File: config.mk
export PLATFORM = sky130hd
export DESIGN_NAME = axi_lite_arbiter_flat
export DESIGN_NICKNAME = d
export VERILOG_FILES = /design/src/rtl/axi_lite_arbiter_if.sv /design/src/rtl/axi_lite_arbiter.sv /design/src/flat_wrapper.sv
export SDC_FILE = /design/constraint.sdc
export NUM_CORES = 1
export LEC_CHECK = 0
export BUFFER_PORTS_ARGS = -buffer_cell sky130_fd_sc_hd__buf_2
export CAP_MARGIN = 5
export CORE_AREA = 3 3 169 171
export CTS_BUF_LIST = sky130_fd_sc_hd__clkbuf_8
export CTS_CLUSTER_SIZE = 20
export DETAILED_ROUTE_END_ITERATION = 10
export DIE_AREA = 0 0 172 174
export GPL_TIMING_DRIVEN = 0
export SLEW_MARGIN = 20
export SYNTH_ARGS = -nofsm -noshare
export SYNTH_HDL_FRONTEND = slang
export SYNTH_SLANG_ARGS = --single-unit
File: constraint.sdc
create_clock -name clk_i -period 2.6 [get_ports clk_i]
set_input_delay 0.52 -clock clk_i [delete_from_list [all_inputs] [get_ports clk_i]]
set_output_delay 0.52 -clock clk_i [all_outputs]
set_load 0.01 [all_outputs]
File: src/rtl/axi_lite_arbiter_if.sv
// AXI-lite bundle shared by both upstream masters and the downstream slave.
// The master modport is the side that issues requests; the slave modport answers them.
interface axi_lite_if #(
  parameter int ADDR_W = 32,
  parameter int DATA_W = 32
);
  logic              ar_valid;
  logic              ar_ready;
  logic [ADDR_W-1:0] ar_addr;

  logic              r_valid;
  logic              r_ready;
  logic [DATA_W-1:0] r_data;
  logic [1:0]        r_resp;

  logic              aw_valid;
  logic              aw_ready;
  logic [ADDR_W-1:0] aw_addr;

  logic                w_valid;
  logic                w_ready;
  logic [DATA_W-1:0]   w_data;
  logic [DATA_W/8-1:0] w_strb;

  logic       b_valid;
  logic       b_ready;
  logic [1:0] b_resp;

  modport master (
    output ar_valid, ar_addr, r_ready, aw_valid, aw_addr,
           w_valid, w_data, w_strb, b_ready,
    input  ar_ready, r_valid, r_data, r_resp, aw_ready, w_ready,
           b_valid, b_resp
  );

  modport slave (
    input  ar_valid, ar_addr, r_ready, aw_valid, aw_addr,
           w_valid, w_data, w_strb, b_ready,
    output ar_ready, r_valid, r_data, r_resp, aw_ready, w_ready,
           b_valid, b_resp
  );
endinterface

File: src/rtl/axi_lite_arbiter.sv
// Two-master AXI-lite arbiter: m0 (instruction fetch, read only) and m1
// (load/store, read and write) share one downstream slave port. One
// transaction is in flight at a time; ties are broken round-robin.
//
// state | meaning
// IDLE  | no owner; arbitrate, nothing forwarded
// RD    | read owned by `owner`; AR forwarded until accepted, R passed back
// WR    | write owned by m1; AW and W forwarded until each accepted, B passed back
module axi_lite_arbiter #(
  parameter int ADDR_W = 32,
  parameter int DATA_W = 32
) (
  input  logic       clk_i,
  input  logic       rst_i,
  axi_lite_if.slave  m0,
  axi_lite_if.slave  m1,
  axi_lite_if.master s
);

  typedef enum logic [1:0] {IDLE, RD, WR} state_t;

  state_t state;
  logic   owner;       // 0 = m0, 1 = m1
  logic   last_grant;  // master that won the most recent grant
  logic   ar_done;
  logic   aw_done;
  logic   w_done;

  logic              req_m0;
  logic              req_m1;
  logic              grant_m1;
  logic              sel_ar_valid;
  logic [ADDR_W-1:0] sel_ar_addr;
  logic              sel_r_ready;
  logic [DATA_W-1:0] r_data_zero;
  logic              unused_m0;

  // m0 only fetches instructions; its write-side request lines are ignored.
  assign unused_m0 = ^{m0.aw_valid, m0.aw_addr, m0.w_valid, m0.w_data,
                       m0.w_strb, m0.b_ready};

  // A pending m1 read outranks a pending m1 write; ties between masters go
  // to whichever did not win last time.
  assign req_m0   = m0.ar_valid;
  assign req_m1   = m1.ar_valid | m1.aw_valid;
  assign grant_m1 = req_m1 & (~req_m0 | ~last_grant);

  assign sel_ar_valid = owner ? m1.ar_valid : m0.ar_valid;
  assign sel_ar_addr  = owner ? m1.ar_addr  : m0.ar_addr;
  assign sel_r_ready  = owner ? m1.r_ready  : m0.r_ready;
  assign r_data_zero  = '0;

  // Arbitration state, ownership and per-channel "already accepted" flags.
  always_ff @(posedge clk_i) begin
    if (rst_i) begin
      state      <= IDLE;
      owner      <= 1'b0;
      last_grant <= 1'b1;
      ar_done    <= 1'b0;
      aw_done    <= 1'b0;
      w_done     <= 1'b0;
    end else begin
      case (state)
        IDLE: begin
          if (req_m0 | req_m1) begin
            owner      <= grant_m1;
            last_grant <= grant_m1;
            state      <= (grant_m1 & ~m1.ar_valid) ? WR : RD;
          end
        end
        RD: begin
          if (s.ar_valid & s.ar_ready) ar_done <= 1'b1;
          if (s.r_valid & s.r_ready) begin
            state   <= IDLE;
            ar_done <= 1'b0;
          end
        end
        WR: begin
          if (s.aw_valid & s.aw_ready) aw_done <= 1'b1;
          if (s.w_valid & s.w_ready)   w_done  <= 1'b1;
          if (s.b_valid & s.b_ready) begin
            state   <= IDLE;
            aw_done <= 1'b0;
            w_done  <= 1'b0;
          end
        end
        default: state <= IDLE;
      endcase
    end
  end

  // Steer the owner's channels to the slave; everything else held at zero.
  always_comb begin
    s.ar_valid = 1'b0;
    s.ar_addr  = '0;
    s.r_ready  = 1'b0;
    s.aw_valid = 1'b0;
    s.aw_addr  = '0;
    s.w_valid  = 1'b0;
    s.w_data   = '0;
    s.w_strb   = '0;
    s.b_ready  = 1'b0;

    m0.ar_ready = 1'b0;
    m0.r_valid  = 1'b0;
    m0.r_data   = r_data_zero;
    m0.r_resp   = 2'b00;
    m0.aw_ready = 1'b0;
    m0.w_ready  = 1'b0;
    m0.b_valid  = 1'b0;
    m0.b_resp   = 2'b00;

    m1.ar_ready = 1'b0;
    m1.r_valid  = 1'b0;
    m1.r_data   = r_data_zero;
    m1.r_resp   = 2'b00;
    m1.aw_ready = 1'b0;
    m1.w_ready  = 1'b0;
    m1.b_valid  = 1'b0;
    m1.b_resp   = 2'b00;

    case (state)
      RD: begin
        s.ar_valid = sel_ar_valid & ~ar_done;
        s.ar_addr  = sel_ar_addr;
        s.r_ready  = sel_r_ready;
        if (owner) begin
          m1.ar_ready = s.ar_ready & ~ar_done;
          m1.r_valid  = s.r_valid;
          m1.r_data   = s.r_data;
          m1.r_resp   = s.r_resp;
        end else begin
          m0.ar_ready = s.ar_ready & ~ar_done;
          m0.r_valid  = s.r_valid;
          m0.r_data   = s.r_data;
          m0.r_resp   = s.r_resp;
        end
      end
      WR: begin
        s.aw_valid  = m1.aw_valid & ~aw_done;
        s.aw_addr   = m1.aw_addr;
        m1.aw_ready = s.aw_ready & ~aw_done;
        s.w_valid   = m1.w_valid & ~w_done;
        s.w_data    = m1.w_data;
        s.w_strb    = m1.w_strb;
        m1.w_ready  = s.w_ready & ~w_done;
        m1.b_valid  = s.b_valid;
        m1.b_resp   = s.b_resp;
        s.b_ready   = m1.b_ready;
      end
      default: ;
    endcase
  end

endmodule

File: src/flat_wrapper.sv
// flat-port wrapper written by rule: the top's interface ports become plain ports
module axi_lite_arbiter_flat 
#(
  parameter int ADDR_W = 32,
  parameter int DATA_W = 32
)
  (clk_i, rst_i, m0_ar_valid, m0_ar_addr, m0_r_ready, m0_aw_valid, m0_aw_addr, m0_w_valid, m0_w_data, m0_w_strb, m0_b_ready, m0_ar_ready, m0_r_valid, m0_r_data, m0_r_resp, m0_aw_ready, m0_w_ready, m0_b_valid, m0_b_resp, m1_ar_valid, m1_ar_addr, m1_r_ready, m1_aw_valid, m1_aw_addr, m1_w_valid, m1_w_data, m1_w_strb, m1_b_ready, m1_ar_ready, m1_r_valid, m1_r_data, m1_r_resp, m1_aw_ready, m1_w_ready, m1_b_valid, m1_b_resp, s_ar_valid, s_ar_addr, s_r_ready, s_aw_valid, s_aw_addr, s_w_valid, s_w_data, s_w_strb, s_b_ready, s_ar_ready, s_r_valid, s_r_data, s_r_resp, s_aw_ready, s_w_ready, s_b_valid, s_b_resp);
  axi_lite_if #(.ADDR_W(ADDR_W), .DATA_W(DATA_W)) m0_i ();
  axi_lite_if #(.ADDR_W(ADDR_W), .DATA_W(DATA_W)) m1_i ();
  axi_lite_if #(.ADDR_W(ADDR_W), .DATA_W(DATA_W)) s_i ();
  input  logic clk_i;
  input  logic rst_i;
  input wire logic [$bits(m0_i.ar_valid)-1:0] m0_ar_valid;
  input wire logic [$bits(m0_i.ar_addr)-1:0] m0_ar_addr;
  input wire logic [$bits(m0_i.r_ready)-1:0] m0_r_ready;
  input wire logic [$bits(m0_i.aw_valid)-1:0] m0_aw_valid;
  input wire logic [$bits(m0_i.aw_addr)-1:0] m0_aw_addr;
  input wire logic [$bits(m0_i.w_valid)-1:0] m0_w_valid;
  input wire logic [$bits(m0_i.w_data)-1:0] m0_w_data;
  input wire logic [$bits(m0_i.w_strb)-1:0] m0_w_strb;
  input wire logic [$bits(m0_i.b_ready)-1:0] m0_b_ready;
  output wire logic [$bits(m0_i.ar_ready)-1:0] m0_ar_ready;
  output wire logic [$bits(m0_i.r_valid)-1:0] m0_r_valid;
  output wire logic [$bits(m0_i.r_data)-1:0] m0_r_data;
  output wire logic [$bits(m0_i.r_resp)-1:0] m0_r_resp;
  output wire logic [$bits(m0_i.aw_ready)-1:0] m0_aw_ready;
  output wire logic [$bits(m0_i.w_ready)-1:0] m0_w_ready;
  output wire logic [$bits(m0_i.b_valid)-1:0] m0_b_valid;
  output wire logic [$bits(m0_i.b_resp)-1:0] m0_b_resp;
  input wire logic [$bits(m1_i.ar_valid)-1:0] m1_ar_valid;
  input wire logic [$bits(m1_i.ar_addr)-1:0] m1_ar_addr;
  input wire logic [$bits(m1_i.r_ready)-1:0] m1_r_ready;
  input wire logic [$bits(m1_i.aw_valid)-1:0] m1_aw_valid;
  input wire logic [$bits(m1_i.aw_addr)-1:0] m1_aw_addr;
  input wire logic [$bits(m1_i.w_valid)-1:0] m1_w_valid;
  input wire logic [$bits(m1_i.w_data)-1:0] m1_w_data;
  input wire logic [$bits(m1_i.w_strb)-1:0] m1_w_strb;
  input wire logic [$bits(m1_i.b_ready)-1:0] m1_b_ready;
  output wire logic [$bits(m1_i.ar_ready)-1:0] m1_ar_ready;
  output wire logic [$bits(m1_i.r_valid)-1:0] m1_r_valid;
  output wire logic [$bits(m1_i.r_data)-1:0] m1_r_data;
  output wire logic [$bits(m1_i.r_resp)-1:0] m1_r_resp;
  output wire logic [$bits(m1_i.aw_ready)-1:0] m1_aw_ready;
  output wire logic [$bits(m1_i.w_ready)-1:0] m1_w_ready;
  output wire logic [$bits(m1_i.b_valid)-1:0] m1_b_valid;
  output wire logic [$bits(m1_i.b_resp)-1:0] m1_b_resp;
  output wire logic [$bits(s_i.ar_valid)-1:0] s_ar_valid;
  output wire logic [$bits(s_i.ar_addr)-1:0] s_ar_addr;
  output wire logic [$bits(s_i.r_ready)-1:0] s_r_ready;
  output wire logic [$bits(s_i.aw_valid)-1:0] s_aw_valid;
  output wire logic [$bits(s_i.aw_addr)-1:0] s_aw_addr;
  output wire logic [$bits(s_i.w_valid)-1:0] s_w_valid;
  output wire logic [$bits(s_i.w_data)-1:0] s_w_data;
  output wire logic [$bits(s_i.w_strb)-1:0] s_w_strb;
  output wire logic [$bits(s_i.b_ready)-1:0] s_b_ready;
  input wire logic [$bits(s_i.ar_ready)-1:0] s_ar_ready;
  input wire logic [$bits(s_i.r_valid)-1:0] s_r_valid;
  input wire logic [$bits(s_i.r_data)-1:0] s_r_data;
  input wire logic [$bits(s_i.r_resp)-1:0] s_r_resp;
  input wire logic [$bits(s_i.aw_ready)-1:0] s_aw_ready;
  input wire logic [$bits(s_i.w_ready)-1:0] s_w_ready;
  input wire logic [$bits(s_i.b_valid)-1:0] s_b_valid;
  input wire logic [$bits(s_i.b_resp)-1:0] s_b_resp;
  assign m0_i.ar_valid = m0_ar_valid;
  assign m0_i.ar_addr = m0_ar_addr;
  assign m0_i.r_ready = m0_r_ready;
  assign m0_i.aw_valid = m0_aw_valid;
  assign m0_i.aw_addr = m0_aw_addr;
  assign m0_i.w_valid = m0_w_valid;
  assign m0_i.w_data = m0_w_data;
  assign m0_i.w_strb = m0_w_strb;
  assign m0_i.b_ready = m0_b_ready;
  assign m0_ar_ready = m0_i.ar_ready;
  assign m0_r_valid = m0_i.r_valid;
  assign m0_r_data = m0_i.r_data;
  assign m0_r_resp = m0_i.r_resp;
  assign m0_aw_ready = m0_i.aw_ready;
  assign m0_w_ready = m0_i.w_ready;
  assign m0_b_valid = m0_i.b_valid;
  assign m0_b_resp = m0_i.b_resp;
  assign m1_i.ar_valid = m1_ar_valid;
  assign m1_i.ar_addr = m1_ar_addr;
  assign m1_i.r_ready = m1_r_ready;
  assign m1_i.aw_valid = m1_aw_valid;
  assign m1_i.aw_addr = m1_aw_addr;
  assign m1_i.w_valid = m1_w_valid;
  assign m1_i.w_data = m1_w_data;
  assign m1_i.w_strb = m1_w_strb;
  assign m1_i.b_ready = m1_b_ready;
  assign m1_ar_ready = m1_i.ar_ready;
  assign m1_r_valid = m1_i.r_valid;
  assign m1_r_data = m1_i.r_data;
  assign m1_r_resp = m1_i.r_resp;
  assign m1_aw_ready = m1_i.aw_ready;
  assign m1_w_ready = m1_i.w_ready;
  assign m1_b_valid = m1_i.b_valid;
  assign m1_b_resp = m1_i.b_resp;
  assign s_ar_valid = s_i.ar_valid;
  assign s_ar_addr = s_i.ar_addr;
  assign s_r_ready = s_i.r_ready;
  assign s_aw_valid = s_i.aw_valid;
  assign s_aw_addr = s_i.aw_addr;
  assign s_w_valid = s_i.w_valid;
  assign s_w_data = s_i.w_data;
  assign s_w_strb = s_i.w_strb;
  assign s_b_ready = s_i.b_ready;
  assign s_i.ar_ready = s_ar_ready;
  assign s_i.r_valid = s_r_valid;
  assign s_i.r_data = s_r_data;
  assign s_i.r_resp = s_r_resp;
  assign s_i.aw_ready = s_aw_ready;
  assign s_i.w_ready = s_w_ready;
  assign s_i.b_valid = s_b_valid;
  assign s_i.b_resp = s_b_resp;
  axi_lite_arbiter #(.ADDR_W(ADDR_W), .DATA_W(DATA_W)) u_core (.clk_i(clk_i), .rst_i(rst_i), .m0(m0_i), .m1(m1_i), .s(s_i));
endmodule
==> results of run 1 <==
==> per-stage QoR <==
step           setup WS [ps]  hold slack, ps  area, um^2  util (%)
2_1_floorplan          938.5           474.2        1927         -
3_3_place_gp           476.5           489.3        4170     15.43
3_5_place_dp           451.4           510.9        4170     15.43
4_1_cts                198.7           519.0        4215     15.60
5_1_grt                126.4           544.5        4215     15.60
6_report               201.8           525.9        4215     15.60
==> cells in the mapped netlist <==
cell and instances:
o21ai_0 1, a21oi_1 1, a31oi_1 3, conb_1 1
buf_4 6, clkbuf_2 12, mux2_2 1, nor4b_1 1
mux2i_1 33, a211o_1 1, and2b_1 1, and2_1 107
nor2_1 37, nand2_1 5, nor3b_1 4, nand2b_1 4
buf_2 9, inv_1 1, dfxtp_1 7, nor4_1 2
nor3_1 2, or3b_1 1, a32oi_1 1, clkbuf_1 6
a211oi_1 5, nor2b_1 1, nor2_4 1, and3_1 35
==> cell type report <==
| class | count | area [um^2] |
|---|---|---|
| fill | 3122 | 22810 |
| timing repair buffer | 363 | 1817 |
| multi-input combinational | 252 | 1610 |
| tap | 341 | 426.7 |
| buffer | 33 | 172.7 |
| sequential | 7 | 140.1 |
| clock buffer | 3 | 41.29 |
| clock inverter | 1 | 3.754 |
| inverter | 1 | 3.754 |
==> cell families after synthesis <==
| logic type | Yosys count | synth area share (%) |
|---|---|---|
| simple gates | 201 | 60.99 |
| flops | 7 | 7.330 |
| mux | 34 | 17.87 |
| compound gates | 12 | 4.385 |
| buf+inv | 34 | 9.227 |
| other cells | 1 | 0.1961 |
==> where the power goes <==
group / leakage (nW) / internal [mW] / total, mW / switching, mW
clock: 0.0269 / 0.103 / 0.162 / 0.0585
combinational: 2.59 / 0.310 / 0.658 / 0.348
sequential: 0.0574 / 0.115 / 0.119 / 0.00434
==> sequential cells by signal, summed over array words and instances (netlist names) <==
| name | cells |
|---|---|
| u_core.ar_done | 1 |
| u_core.aw_done | 1 |
| u_core.owner | 1 |
| u_core.w_done | 1 |
| u_core.last_grant | 1 |
| u_core.state | 2 |
==> worst reg2reg max path, stage by stage, from the launching register on <==
cell and delay (ps):
dfxtp_1 290, buf_2 180, and2b_1 230, buf_4 190, a31oi_1 290, a211oi_1 90
==> per-layer routing <==
| metal | GRT usage (%) | vias up | wire, um |
|---|---|---|---|
| met5 | 0 | - | 41 |
| met4 | 0.1996 | 6 | 17 |
| met3 | 1.842 | 8 | 1364 |
| met2 | 16.38 | 243 | 7090 |
| met1 | 7.221 | 1426 | 4584 |
| li1 | - | 1678 | - |
==> how the worst max path moves through the flow <==
stage,slack [ps],start,to,cells past startpoint
3_3_place_gp,480,u_core.state[0],m1_r_data[6],6
3_5_place_dp,450,u_core.state[0],m1_r_data[6],6
5_1_grt,130,u_core.state[0],m1_r_data[6],6
2_1_floorplan,940,u_core.state[0],m1_r_data[10],5
6_report,200,u_core.state[0],m1_r_data[6],6
4_1_cts,200,u_core.state[0],m1_r_data[6],6
==> impl_metrics.yaml, run 1 <==
clock_network:
  insertion_delay_ps: 240
  clockBufferDepth: 2
  clock-sinks: 7
  cts_made_buffers: 3
  post_cts_resized: 0
  cts-root-buf: "clkbuf_8"
  htree_levels: 1
  clk_pin_slew_ps: 40
  tritoncts: "yes"
  hold_buffers: 0
  postCtsSetupBuffers: 0
run_status:
  status: "finished clean"
power_and_ir_drop:
  design_power_total_mw: 0.9386
  p_per_area_nw_per_um2: 222.7
  power_leakage_nw: 2.678
  ir_worst_vdd_v: 0.0001494
timing:
  fin_crit_sh_pct: 92.24
  fmax_mhz: 417.0
  setup-tns-final_ps: 0
  finalCriticalPeriod_ps: 2398
  maxSlewViolCount: 0
  worst_clock_skew_ps: 8.266
  rsz0062_at_grt: "false"
  setup_violations: 0
  finalHoldViolations: 0
hold_path:
  min_to: "u_core.last_grant"
  min-delay-start: "u_core.last_grant"
  min_path_type: "reg -> reg"
  hold_path_depth: 1
placement:
  gp_congestion: 0.8051
  io_buffers: 363
  dp_hpwl_um: 11710
  dp.cells: 997
die:
  rows: 60
  chipWidth_um: 172
  start_util_pct: 7.074
  io_pins: 440
  core_um2: 27030
  dieHeight_um: 174
  dieArea_um2: 29930
critical_path:
  max_stage_delay_ps: 300
  critPathCaptureType: "primary output"
  crit_path_top_delay_cell: "clkbuf_2"
  reg2reg_slack_ps: 1200
  worstPathRequired_ps: 2080
  worstPathCellList: "buf_2, nor2b_1, clkbuf_2, clkbuf_2, and3_1, buf_2"
  cp_max_fo: 10
  timing.rr.start: "u_core.state[0]"
  path_delay_family: "buffers and inverters"
  path_buf_inv: 4
  path_class: "reg -> out"
  rr_worst_depth: 5
  critPathLaunchType: "register"
  cp.arrival_ps: 1880
  rr_endpoint: "u_core.w_done"
grt:
  grt_max_degree: 11
  grt_overflow: 0
  grt_pass1_vias: 3175
  antenna_found_initial: 3
  grt_pass1_wl_um: 17300
  grt_use_total_pct: 7.535
drt:
  ant_nets: 0
  drt_iter0_drc: 65
  wl_per_cell_um: 13.08
  routed_via_density: 3.358
  wl_um: 13100
  post-route-drc-count: 0
  drt-pass1-iter-count: 4
  vias: 3361
yosys:
  yosysTopAreaCell: "and2_1"
  ys_seq_area_share_pct: 7.330
  syn_area_um2: 1912
  syn_area_per_cell_um2: 6.615
  ys_types: 28
  synth_top_area_share_pct: 35.01
  synthCells: 289
  synth-seq-cells: 7
  synth_area_leaders: "and2_1, mux2i_1, and3_1"
  yosys_warnings: 0
layout:
  final_cells: 1001
  layout_commonest_cell: "buf_2"
  final_nets: 914
  drive_gt1_share_pct: 59.85
  areaGrowthSynthToFinish_pct: 120.5
  antenna_cells: 0
  final_cell_mix: "buf_2, and2_1, nor2_1"
flow_run:
  drv_cap: 0
No activity file was read; power rests on OpenSTA's default activity.
==> inputs of run 2 (changes only) <==
--- a/config.mk
+++ b/config.mk
@@ -13,6 +13,7 @@
 export DETAILED_ROUTE_END_ITERATION = 10
 export DIE_AREA = 0 0 172 174
 export GPL_TIMING_DRIVEN = 0
+export REMOVE_ABC_BUFFERS = 1
 export SLEW_MARGIN = 20
 export SYNTH_ARGS = -nofsm -noshare
 export SYNTH_HDL_FRONTEND = slang
==> run 2 against run 1 <==
  * Clock skew is 4.5 ps lower
  * Setup slack worse by 18 ps
  * Die area stayed put
  * Clock power is 9% higher
  * Worst hold slack worse by 14 ps
  * Maximum frequency is 0.74% lower
  * Final area is 1.1% lower
  * Clock-buffer cell count stayed put
  * Via count is 5.4% lower
  * Register-to-register slack worse by 350 ps
  * Global-route usage is 0.86 points lower
  * Largest power group unchanged
  * Highest routed layer unchanged
==> impl_metrics.yaml, run 2 (same netlist as run 1, synthesis figures left out) <==
critical_path:
  path_buf_inv: 1
  worstPathRequired_ps: 2080
  path_class: "reg -> out"
  max_stage_delay_ps: 720
  cp.arrival_ps: 1900
  path_delay_family: "simple AND/OR/NAND/NOR gates"
  crit_path_top_delay_cell: "nor2b_4"
  worstPathCellList: "nor2b_4, and3_1, buf_2"
  cp_max_fo: 38
  critPathLaunchType: "register"
  critPathCaptureType: "primary output"
layout:
  antenna_cells: 0
  seq_area_um2: 143.9
  areaGrowthSynthToFinish_pct: 118.1
  largest_reg_flops: 2
  drive_gt1_share_pct: 59.81
  fin_area_um2: 4170
  regMostFlops: "u_core.state"
  final_cell_mix: "buf_2, and2_1, nor2_1"
  final_core_util_pct: 15.43
  multiInputGateArea_um2: 1638
  layout_commonest_cell: "buf_2"
  final_nets: 886
  n_fill_cell: 3113
drt:
  met1_length_um: 4075
  ant_nets: 0
  routed_via_density: 3.266
  wl_um: 11210
  post-route-drc-count: 0
  drt_iter0_drc: 120
  wl_per_cell_um: 11.52
  dr_wl_met3_um: 864
  top_layer_used: "met5"
  drt-pass1-iter-count: 4
  wl_met2_um: 6113
  vias: 3178
placement:
  pre_cts_ws_ps: 120.7
  dp_hpwl_um: 9530
  place_area_um2: 4088
  gp_congestion: 0.7532
  io_buffers: 363
die:
  dieArea_um2: 29930
  start_util_pct: 7.074
  chipWidth_um: 172
  rows: 60
  core_um2: 27030
  dieHeight_um: 174
  io_pins: 440
clock_network:
  cts-root-buf: "clkbuf_8"
  clk_pin_slew_ps: 50
  clock-sinks: 7
  htree_levels: 1
  clockBufferDepth: 2
  insertion_delay_ps: 250
  hold_buffers: 0
  tritoncts: "yes"
  cts_made_buffers: 3
flow_run:
  drv_cap: 0
power_and_ir_drop:
  p_per_area_nw_per_um2: 227.8
  power_leakage_nw: 2.595
  ir_worst_vdd_v: 0.00008248
grt:
  grt_use_total_pct: 6.678
  grt_pass1_wl_um: 15790
  grt_pass1_vias: 2935
  grt_max_degree: 69
  grt_overflow: 0
  antenna_found_initial: 2
timing:
  fin_ws_ps: 184.0
  finalCriticalPeriod_ps: 2416
  maxSlewViolCount: 0
  relSlewSlack_pct: 49.08
  whs_ps: 511.5
  worst_clock_skew_ps: 3.801
  setup_violations: 0
  rsz0062_at_grt: "false"
  setup-tns-final_ps: 0
  fmax_mhz: 413.9
  fin_crit_sh_pct: 92.92
  worst_slew_pin_slew_ps: 762.2
  finalHoldViolations: 0
run_status:
  status: "finished clean"
hold_path:
  min_path_type: "in -> reg"
run 2: layout make-up:
| cell class | count | area share (%) |
|---|---|---|
| Tap cell | 341 | 10.23 |
| Clock inverter | 1 | 0.1200 |
| Sequential cell | 7 | 3.450 |
| Inverter | 1 | 0.09001 |
| Timing Repair Buffer | 367 | 45.84 |
| Clock buffer | 3 | 0.9901 |
| Multi-Input combinational cell | 253 | 39.27 |
run 2: metrics by stage:
stage / total power [mW] / std cells
floorplan: 0.4205 / 260
global placement: 0.7431 / 964
detailed placement: 0.7623 / 967
CTS: 0.9699 / 973
global route: 1.028 / 973
finish: 0.9500 / 973
run 2: power by group:
part | internal [mW] | switching, mW
Combinational | 0.315 | 0.326
Sequential | 0.115 | 0.0176
Clock | 0.106 | 0.0707
Total | 0.535 | 0.415
run 2: path summary, 6_finish.rpt:
check	from	to	slack (ps)	depth (start not counted)
worst min-delay path	m1_b_ready	u_core.w_done	510	2
worst min register to register	u_core.last_grant	u_core.last_grant	520	1
worst max-delay path	u_core.state[0]	m1_r_data[16]	180	3
worst max register to register	u_core.state[0]	u_core.ar_done	850	3
run 2: metal layers:
layer | up-vias | GRT usage (%)
met5 | - | 0
li1 | 1628 | -
met1 | 1372 | 7.063
met3 | 9 | 0.9552
met2 | 167 | 13.34
met4 | 2 | 1.929
run 2: repair_timing:
action / in CTS / in global routing
gates cloned: 1 / 0
pin swaps: 1 / 0
resized for setup: 1 / 1
buffers inserted: 1 / 0
setup endpoints to repair: 35 / 17
